--- src/rtl/rf80386_pkg.sv ---
// Shared opcode constants, FSM state type and small decode helpers for the
// 80386 short-branch execution unit.
package rf80386_pkg;

  localparam logic [7:0] OP_JCC_BASE = 8'h70;
  localparam logic [7:0] OP_LOOPNZ   = 8'hE0;
  localparam logic [7:0] OP_LOOPZ    = 8'hE1;
  localparam logic [7:0] OP_LOOP     = 8'hE2;
  localparam logic [7:0] OP_JCXZ     = 8'hE3;
  localparam logic [7:0] OP_JMPS     = 8'hEB;

  typedef enum logic [1:0] {IDLE, EVAL, REDIR, DONE} br_state_e;

  // 0F 8x Jcc shares its condition nibble with the short 7x form.
  function automatic logic [7:0] eff_opcode(input logic near, input logic [7:0] ir);
    return near ? {OP_JCC_BASE[7:4], ir[3:0]} : ir;
  endfunction

  function automatic logic is_jcc(input logic [7:0] op);
    return op[7:4] == OP_JCC_BASE[7:4];
  endfunction

  function automatic logic is_loop(input logic [7:0] op);
    return (op == OP_LOOPNZ) || (op == OP_LOOPZ) || (op == OP_LOOP);
  endfunction

  function automatic logic is_known(input logic [7:0] op);
    return is_jcc(op) || is_loop(op) || (op == OP_JCXZ) || (op == OP_JMPS);
  endfunction

  // With 16-bit size only CX counts; the upper half of ECX is preserved.
  function automatic logic [31:0] dec_count(input logic big, input logic [31:0] ecx);
    return big ? (ecx - 32'd1) : {ecx[31:16], ecx[15:0] - 16'd1};
  endfunction

endpackage

--- src/rtl/evaluate_branch.sv ---
// Combinational branch condition: Jcc flag tests, JMPS, the LOOP family and
// JCXZ, all judged on pre-decrement count and flags.
module evaluate_branch
  import rf80386_pkg::*;
(
  input  logic        big_i,
  input  logic [7:0]  ir_i,
  input  logic [31:0] ecx_i,
  input  logic        zf_i,
  input  logic        cf_i,
  input  logic        sf_i,
  input  logic        vf_i,
  input  logic        pf_i,
  output logic        take_br_o
);

  logic [31:0] cnt;
  logic        cnt_zero;
  logic        cnt_one;
  logic        cc;

  assign cnt      = big_i ? ecx_i : {16'h0000, ecx_i[15:0]};
  assign cnt_zero = (cnt == 32'd0);
  // LOOPx continues when count-1 is nonzero, i.e. the old count is not one.
  assign cnt_one  = (cnt == 32'd1);

  always_comb begin
    case (ir_i[3:1])
      3'd0:    cc = vf_i;
      3'd1:    cc = cf_i;
      3'd2:    cc = zf_i;
      3'd3:    cc = cf_i | zf_i;
      3'd4:    cc = sf_i;
      3'd5:    cc = pf_i;
      3'd6:    cc = sf_i ^ vf_i;
      default: cc = zf_i | (sf_i ^ vf_i);
    endcase
  end

  always_comb begin
    take_br_o = 1'b0;
    if (is_jcc(ir_i)) begin
      take_br_o = cc ^ ir_i[0];
    end else begin
      case (ir_i)
        OP_JMPS:   take_br_o = 1'b1;
        OP_LOOPNZ: take_br_o = ~cnt_one & ~zf_i;
        OP_LOOPZ:  take_br_o = ~cnt_one & zf_i;
        OP_LOOP:   take_br_o = ~cnt_one;
        OP_JCXZ:   take_br_o = cnt_zero;
        default:   take_br_o = 1'b0;
      endcase
    end
  end

endmodule

--- src/rtl/branch_exec.sv ---
// Branch execution unit: accepts one branch op, updates ECX for LOOPx,
// issues a fetch redirect when taken and reports completion.
module branch_exec
  import rf80386_pkg::*;
(
  input  logic        clk_i,
  input  logic        rst_ni,
  input  logic        req_valid_i,
  output logic        req_ready_o,
  input  logic        big_i,
  input  logic [7:0]  ir_i,
  input  logic        near_i,
  input  logic [31:0] disp_i,
  input  logic [31:0] eip_i,
  input  logic [31:0] ecx_i,
  input  logic        zf_i,
  input  logic        cf_i,
  input  logic        sf_i,
  input  logic        vf_i,
  input  logic        pf_i,
  output logic        ecx_we_o,
  output logic [31:0] ecx_o,
  output logic        redir_valid_o,
  output logic [31:0] redir_eip_o,
  input  logic        redir_ready_i,
  output logic        done_o,
  output logic        taken_o,
  output logic        bad_op_o,
  input  logic        flush_i
);

  br_state_e   state_q;
  logic        ready_q;
  logic        big_q, near_q;
  logic        zf_q, cf_q, sf_q, vf_q, pf_q;
  logic [7:0]  ir_q;
  logic [31:0] disp_q, eip_q, ecx_q;
  logic        ecx_we_q, redir_valid_q, done_q, taken_q, bad_op_q;
  logic [31:0] redir_eip_q;

  logic [7:0]  op_eff;
  logic        take_br;
  logic [31:0] sum;
  logic [31:0] target;

  assign op_eff = eff_opcode(near_q, ir_q);
  assign sum    = eip_q + disp_q;
  assign target = big_q ? sum : {16'h0000, sum[15:0]};

  evaluate_branch u_eval (
    .big_i     (big_q),
    .ir_i      (op_eff),
    .ecx_i     (ecx_q),
    .zf_i      (zf_q),
    .cf_i      (cf_q),
    .sf_i      (sf_q),
    .vf_i      (vf_q),
    .pf_i      (pf_q),
    .take_br_o (take_br)
  );

  always_ff @(posedge clk_i or negedge rst_ni) begin
    if (!rst_ni) begin
      state_q       <= IDLE;
      ready_q       <= 1'b0;
      big_q         <= 1'b0;
      near_q        <= 1'b0;
      ir_q          <= '0;
      disp_q        <= '0;
      eip_q         <= '0;
      ecx_q         <= '0;
      zf_q          <= 1'b0;
      cf_q          <= 1'b0;
      sf_q          <= 1'b0;
      vf_q          <= 1'b0;
      pf_q          <= 1'b0;
      ecx_we_q      <= 1'b0;
      redir_valid_q <= 1'b0;
      redir_eip_q   <= '0;
      done_q        <= 1'b0;
      taken_q       <= 1'b0;
      bad_op_q      <= 1'b0;
    end else if (flush_i) begin
      state_q       <= IDLE;
      ready_q       <= 1'b1;
      ecx_we_q      <= 1'b0;
      redir_valid_q <= 1'b0;
      done_q        <= 1'b0;
      taken_q       <= 1'b0;
      bad_op_q      <= 1'b0;
    end else begin
      case (state_q)
        IDLE: begin
          if (req_valid_i && ready_q) begin
            big_q    <= big_i;
            near_q   <= near_i;
            ir_q     <= ir_i;
            disp_q   <= disp_i;
            eip_q    <= eip_i;
            ecx_q    <= ecx_i;
            zf_q     <= zf_i;
            cf_q     <= cf_i;
            sf_q     <= sf_i;
            vf_q     <= vf_i;
            pf_q     <= pf_i;
            // Registered here so the write strobe lines up with the EVAL cycle.
            ecx_we_q <= is_loop(eff_opcode(near_i, ir_i));
            ready_q  <= 1'b0;
            state_q  <= EVAL;
          end else begin
            ready_q <= 1'b1;
          end
        end
        EVAL: begin
          ecx_we_q <= 1'b0;
          if (take_br) begin
            redir_valid_q <= 1'b1;
            redir_eip_q   <= target;
            state_q       <= REDIR;
          end else begin
            done_q   <= 1'b1;
            bad_op_q <= ~is_known(op_eff);
            state_q  <= DONE;
          end
        end
        REDIR: begin
          if (redir_ready_i) begin
            redir_valid_q <= 1'b0;
            done_q        <= 1'b1;
            taken_q       <= 1'b1;
            state_q       <= DONE;
          end
        end
        default: begin
          done_q   <= 1'b0;
          taken_q  <= 1'b0;
          bad_op_q <= 1'b0;
          ready_q  <= 1'b1;
          state_q  <= IDLE;
        end
      endcase
    end
  end

  assign req_ready_o   = ready_q & ~flush_i;
  assign ecx_we_o      = ecx_we_q;
  assign ecx_o         = ecx_we_q ? dec_count(big_q, ecx_q) : '0;
  assign redir_valid_o = redir_valid_q;
  assign redir_eip_o   = redir_eip_q;
  assign done_o        = done_q;
  assign taken_o       = taken_q;
  assign bad_op_o      = bad_op_q;

endmodule

--- config.mk ---
export PLATFORM = sky130hd
export DESIGN_NAME = branch_exec
export DESIGN_NICKNAME = d
export VERILOG_FILES = /design/src/rtl/rf80386_pkg.sv /design/src/rtl/evaluate_branch.sv /design/src/rtl/branch_exec.sv
export SDC_FILE = /design/constraint.sdc
export NUM_CORES = 1
export LEC_CHECK = 0
export CORE_MARGIN = 2
export CORE_UTILIZATION = 53
export CTS_BUF_LIST = sky130_fd_sc_hd__clkbuf_4
export DETAILED_ROUTE_END_ITERATION = 10
export MAX_ROUTING_LAYER = met4
export PLACE_DENSITY = 0.84
export SYNTH_ARGS = -nofsm -noshare
export SYNTH_HDL_FRONTEND = slang
export SYNTH_SLANG_ARGS = --single-unit
--- constraint.sdc ---
create_clock -name clk_i -period 3.3 [get_ports clk_i]
set_input_delay 0.66 -clock clk_i [delete_from_list [all_inputs] [get_ports clk_i]]
set_output_delay 0.66 -clock clk_i [all_outputs]
set_load 0.01 [all_outputs]
==> results.yml <==
sta:
  slew_violations: 0
  finalClockSkew_ns: 0.0179
  max_freq_mhz: 289
  finalSetupViolations: 10
  hold_viol_final: 0
  timing.final.crit_share_pct: 105
  setup_ws_ns: -0.158
  tightest_slew_ns: 0.812
  relSlewSlack_pct: 45.8
  fin_crit_ns: 3.46
  grt_setup_unrepaired: "true"
logic_synthesis:
  synth_top_family_by_area: "multiplexers"
  synth_xor_area_share_pct: 5.95
  yosysSeqAreaShare_pct: 45.9
  synth_fa_ha_area_share_pct: 6.01
  synth-simple-area-share_pct: 12.8
  synth_area_mm2: 0.00824
  synthArstFlopShare_pct: 100
  ys_ff_latch: 151
  synth_mux_area_share_pct: 16.0
  synth_compound_area_share_pct: 11.0
  synth_warnings: 0
  syn_avg_cell_area_um2: 11.0
  synth_fp_nets: 906
  syn_inst: 751
  synth_flop_cell: "dfrtp_1"
  synth_cell_types: 65
  synth_edf_count: 0
power:
  p_switching_w: 0.00421
  power_frac_seq_pct: 33.6
  power.internal_w: 0.00615
  p_per_area_mw_per_mm2: 947
  clkPwrFrac_pct: 12.5
  comb_power_share_pct: 54.0
  ir_drop_mv: 0.596
  switching_share_pct: 40.7
  p_leak_nw: 4.83
  power_w: 0.0104
worst_setup_path:
  crit_chain: "or4_4 -> buf_6 -> nor4_4 -> nand3_2 -> or3_1 -> xnor2_1 -> and2_1 -> buf_2"
  slowest_delay_ns: 0.57
  worstReg2RegStart: "disp_q[8]"
  worst_ep_required_time_ns: 2.64
  reg2reg_setup_slack_ns: 0.39
  r2r_cells: 10
  arrival_ns: 2.80
  cp-end-kind: "primary output"
  start_kind: "register"
  crit_path_max_fanout: 5
  critPathSlowestCell: "or4_4"
  worst-setup-path-type: "reg2out"
  r2r-end: "redir_eip_o[25]"
drt:
  drt_iter0_markers: 404
  antenna_left: 0
  totalWireLength_mm: 20.0
  wire_per_inst_um: 17.3
  vias_per_cell: 5.61
  vias: 6495
  first_pass_iters: 4
  route.detailed.drc: 0
cts:
  htreeDepth: 4
  cts.sinks: 151
  path_clk_slew_ns: 0.14
  clockBufferDepth: 2
  cts_inserted_buffers: 17
  cts_tree: "built"
  clkLatencyLatePin_ns: 0.56
  hold_buffers: 0
  cts-root-buf: "clkbuf_4"
grt:
  grtUsageTotal_pct: 25.3
  grt_max_degree: 74
  antenna_found_initial: 1
  grt_pass1_vias: 6513
  overflow: 0
  grt_pass1_wl_mm: 31.9
run:
  maxCapViolCount: 0
floorplanning:
  start_util_pct: 54.2
  rows: 45
  die_w_um: 129
  dieArea_mm2: 0.0166
  io_pins: 186
  die_y_um: 129
  core_region_area_mm2: 0.0152
finish:
  final_nets: 1110
  syn_to_final_growth_pct: 32.9
  finalNonFillerCells: 1157
  layout_common_cells: "158 x clkdlybuf4s50_1, 151 x dfrtp_1, 113 x mux2_2"
  final_common_cell: "clkdlybuf4s50_1"
  fillers: 1110
  drive_above_1_share_pct: 24.5
place:
  dp_cells: 1114
  place_hpwl_mm: 14.3
  gp_congestion: 0.926
  port_buffers: 185
hold_path:
  hp-class: "in2async"
outcome:
  failed_checks: "setup timing"
  status: "finished with violations"
==> sequential cells by signal (all words and copies together), names as in the netlist, 2 cells and up <==
signal / count
disp_q: 32
redir_eip_o: 32
ecx_q: 32
ir_q: 8
eip_q: 32
state_q: 2
==> power groups by stage <==
stage               clock network [W]  registers, W  logic [W]
detailed placement                  0       0.00345    0.00544
floorplan                           0       0.00330    0.00400
global route                  0.00141       0.00358    0.00621
global placement                    0       0.00340    0.00533
finish                        0.00129       0.00348    0.00559
CTS                           0.00133       0.00346    0.00555
==> worst max-delay path, delay by kind of cell (launching register included) <==
kind | cells | cell delay (ns)
AND/OR/NAND/NOR | 5 | 1.39
flip-flops | 1 | 0.40
buffers and inverters | 2 | 0.29
XOR/XNOR | 1 | 0.17
==> repair_timing <==
action	in CTS	in global routing
gates resized for setup	130	18
setup endpoints to repair	26	27
buffers inserted	7	3
pin swaps	23	17
==> per-stage QoR <==
step | setup TNS, ns | worst slack (ns) | hold slack [ns] | utilization [%] | instance area, um2
2_1_floorplan | 0 | 0.409 | 0.364 | - | 8240
3_3_place_gp | 0 | 0.0421 | 0.460 | 68.5 | 10400
3_5_place_dp | 0 | 0.0162 | 0.465 | 68.5 | 10400
4_1_cts | -1.33 | -0.172 | 0.0872 | 71.6 | 10900
5_1_grt | -3.51 | -0.296 | 0.104 | 72.0 | 10900
6_report | -0.649 | -0.158 | 0.0906 | 72.0 | 10900
==> Yosys cell counts, types with 5 or more instances <==
cell | n | area, um2
dfrtp_1 | 151 | 3780
clkbuf_1 | 25 | 93.8
nor4_1 | 12 | 75.1
or3_1 | 9 | 56.3
ha_1 | 38 | 475
inv_1 | 16 | 60.1
nand2_1 | 53 | 199
o21ai_0 | 39 | 195
nand4_1 | 9 | 56.3
a21boi_0 | 7 | 52.6
and2_1 | 26 | 163
xnor2_1 | 28 | 245
nand3_1 | 11 | 55.1
o21ai_1 | 7 | 35.0
xor2_1 | 28 | 245
o31ai_1 | 9 | 67.6
nor3_1 | 11 | 55.1
nand2b_1 | 8 | 50.1
nor2b_1 | 7 | 43.8
a211oi_1 | 5 | 37.5
mux2_2 | 113 | 1270
nor2_1 | 29 | 109
a21o_1 | 19 | 143
a21oi_1 | 32 | 160
==> routing by layer <==
layer | global-route usage (%) | vias up | wire length (um)
li1 | - | 3116 | -
met2 | 40.7 | 178 | 9780
met3 | 6.20 | 37 | 1100
met5 | - | - | 0
met1 | 31.2 | 3164 | 8600
met4 | 8.89 | 0 | 497
==> cells by family (layout without fill, tap and decap cells) <==
logic type	after synthesis	after routing
other cells	0	1
simple gates	198	198
buf+inv	48	265
flops	151	151
fa+ha+maj	39	39
compound gates	143	143
mux	116	116
xor+xnor	56	56
==> area by class of cell <==
cell class	instances	area, um2	area share [%]
multi-input cells	552	4480	40.9
repair buffers	217	2070	18.9
well taps	188	235	2.15
inverters	16	60.1	0.549
clock buffers	17	128	1.17
clock inverters	15	201	1.84
flip-flops and latches	151	3780	34.5
diodes	1	2.50	0.0229
==> worst max-delay path by stage <==
stage               startpoint        end  slack, ns
CTS                   ecx_q[4]  ecx_o[26]      -0.17
floorplan             ecx_q[2]  ecx_o[20]       0.41
finish                ecx_q[8]  ecx_o[17]      -0.16
global placement      ecx_q[8]  ecx_o[22]       0.04
detailed placement    ecx_q[8]  ecx_o[22]       0.02
global route         ecx_q[16]  ecx_o[29]      -0.30
Power figures use the tool's default switching activity.
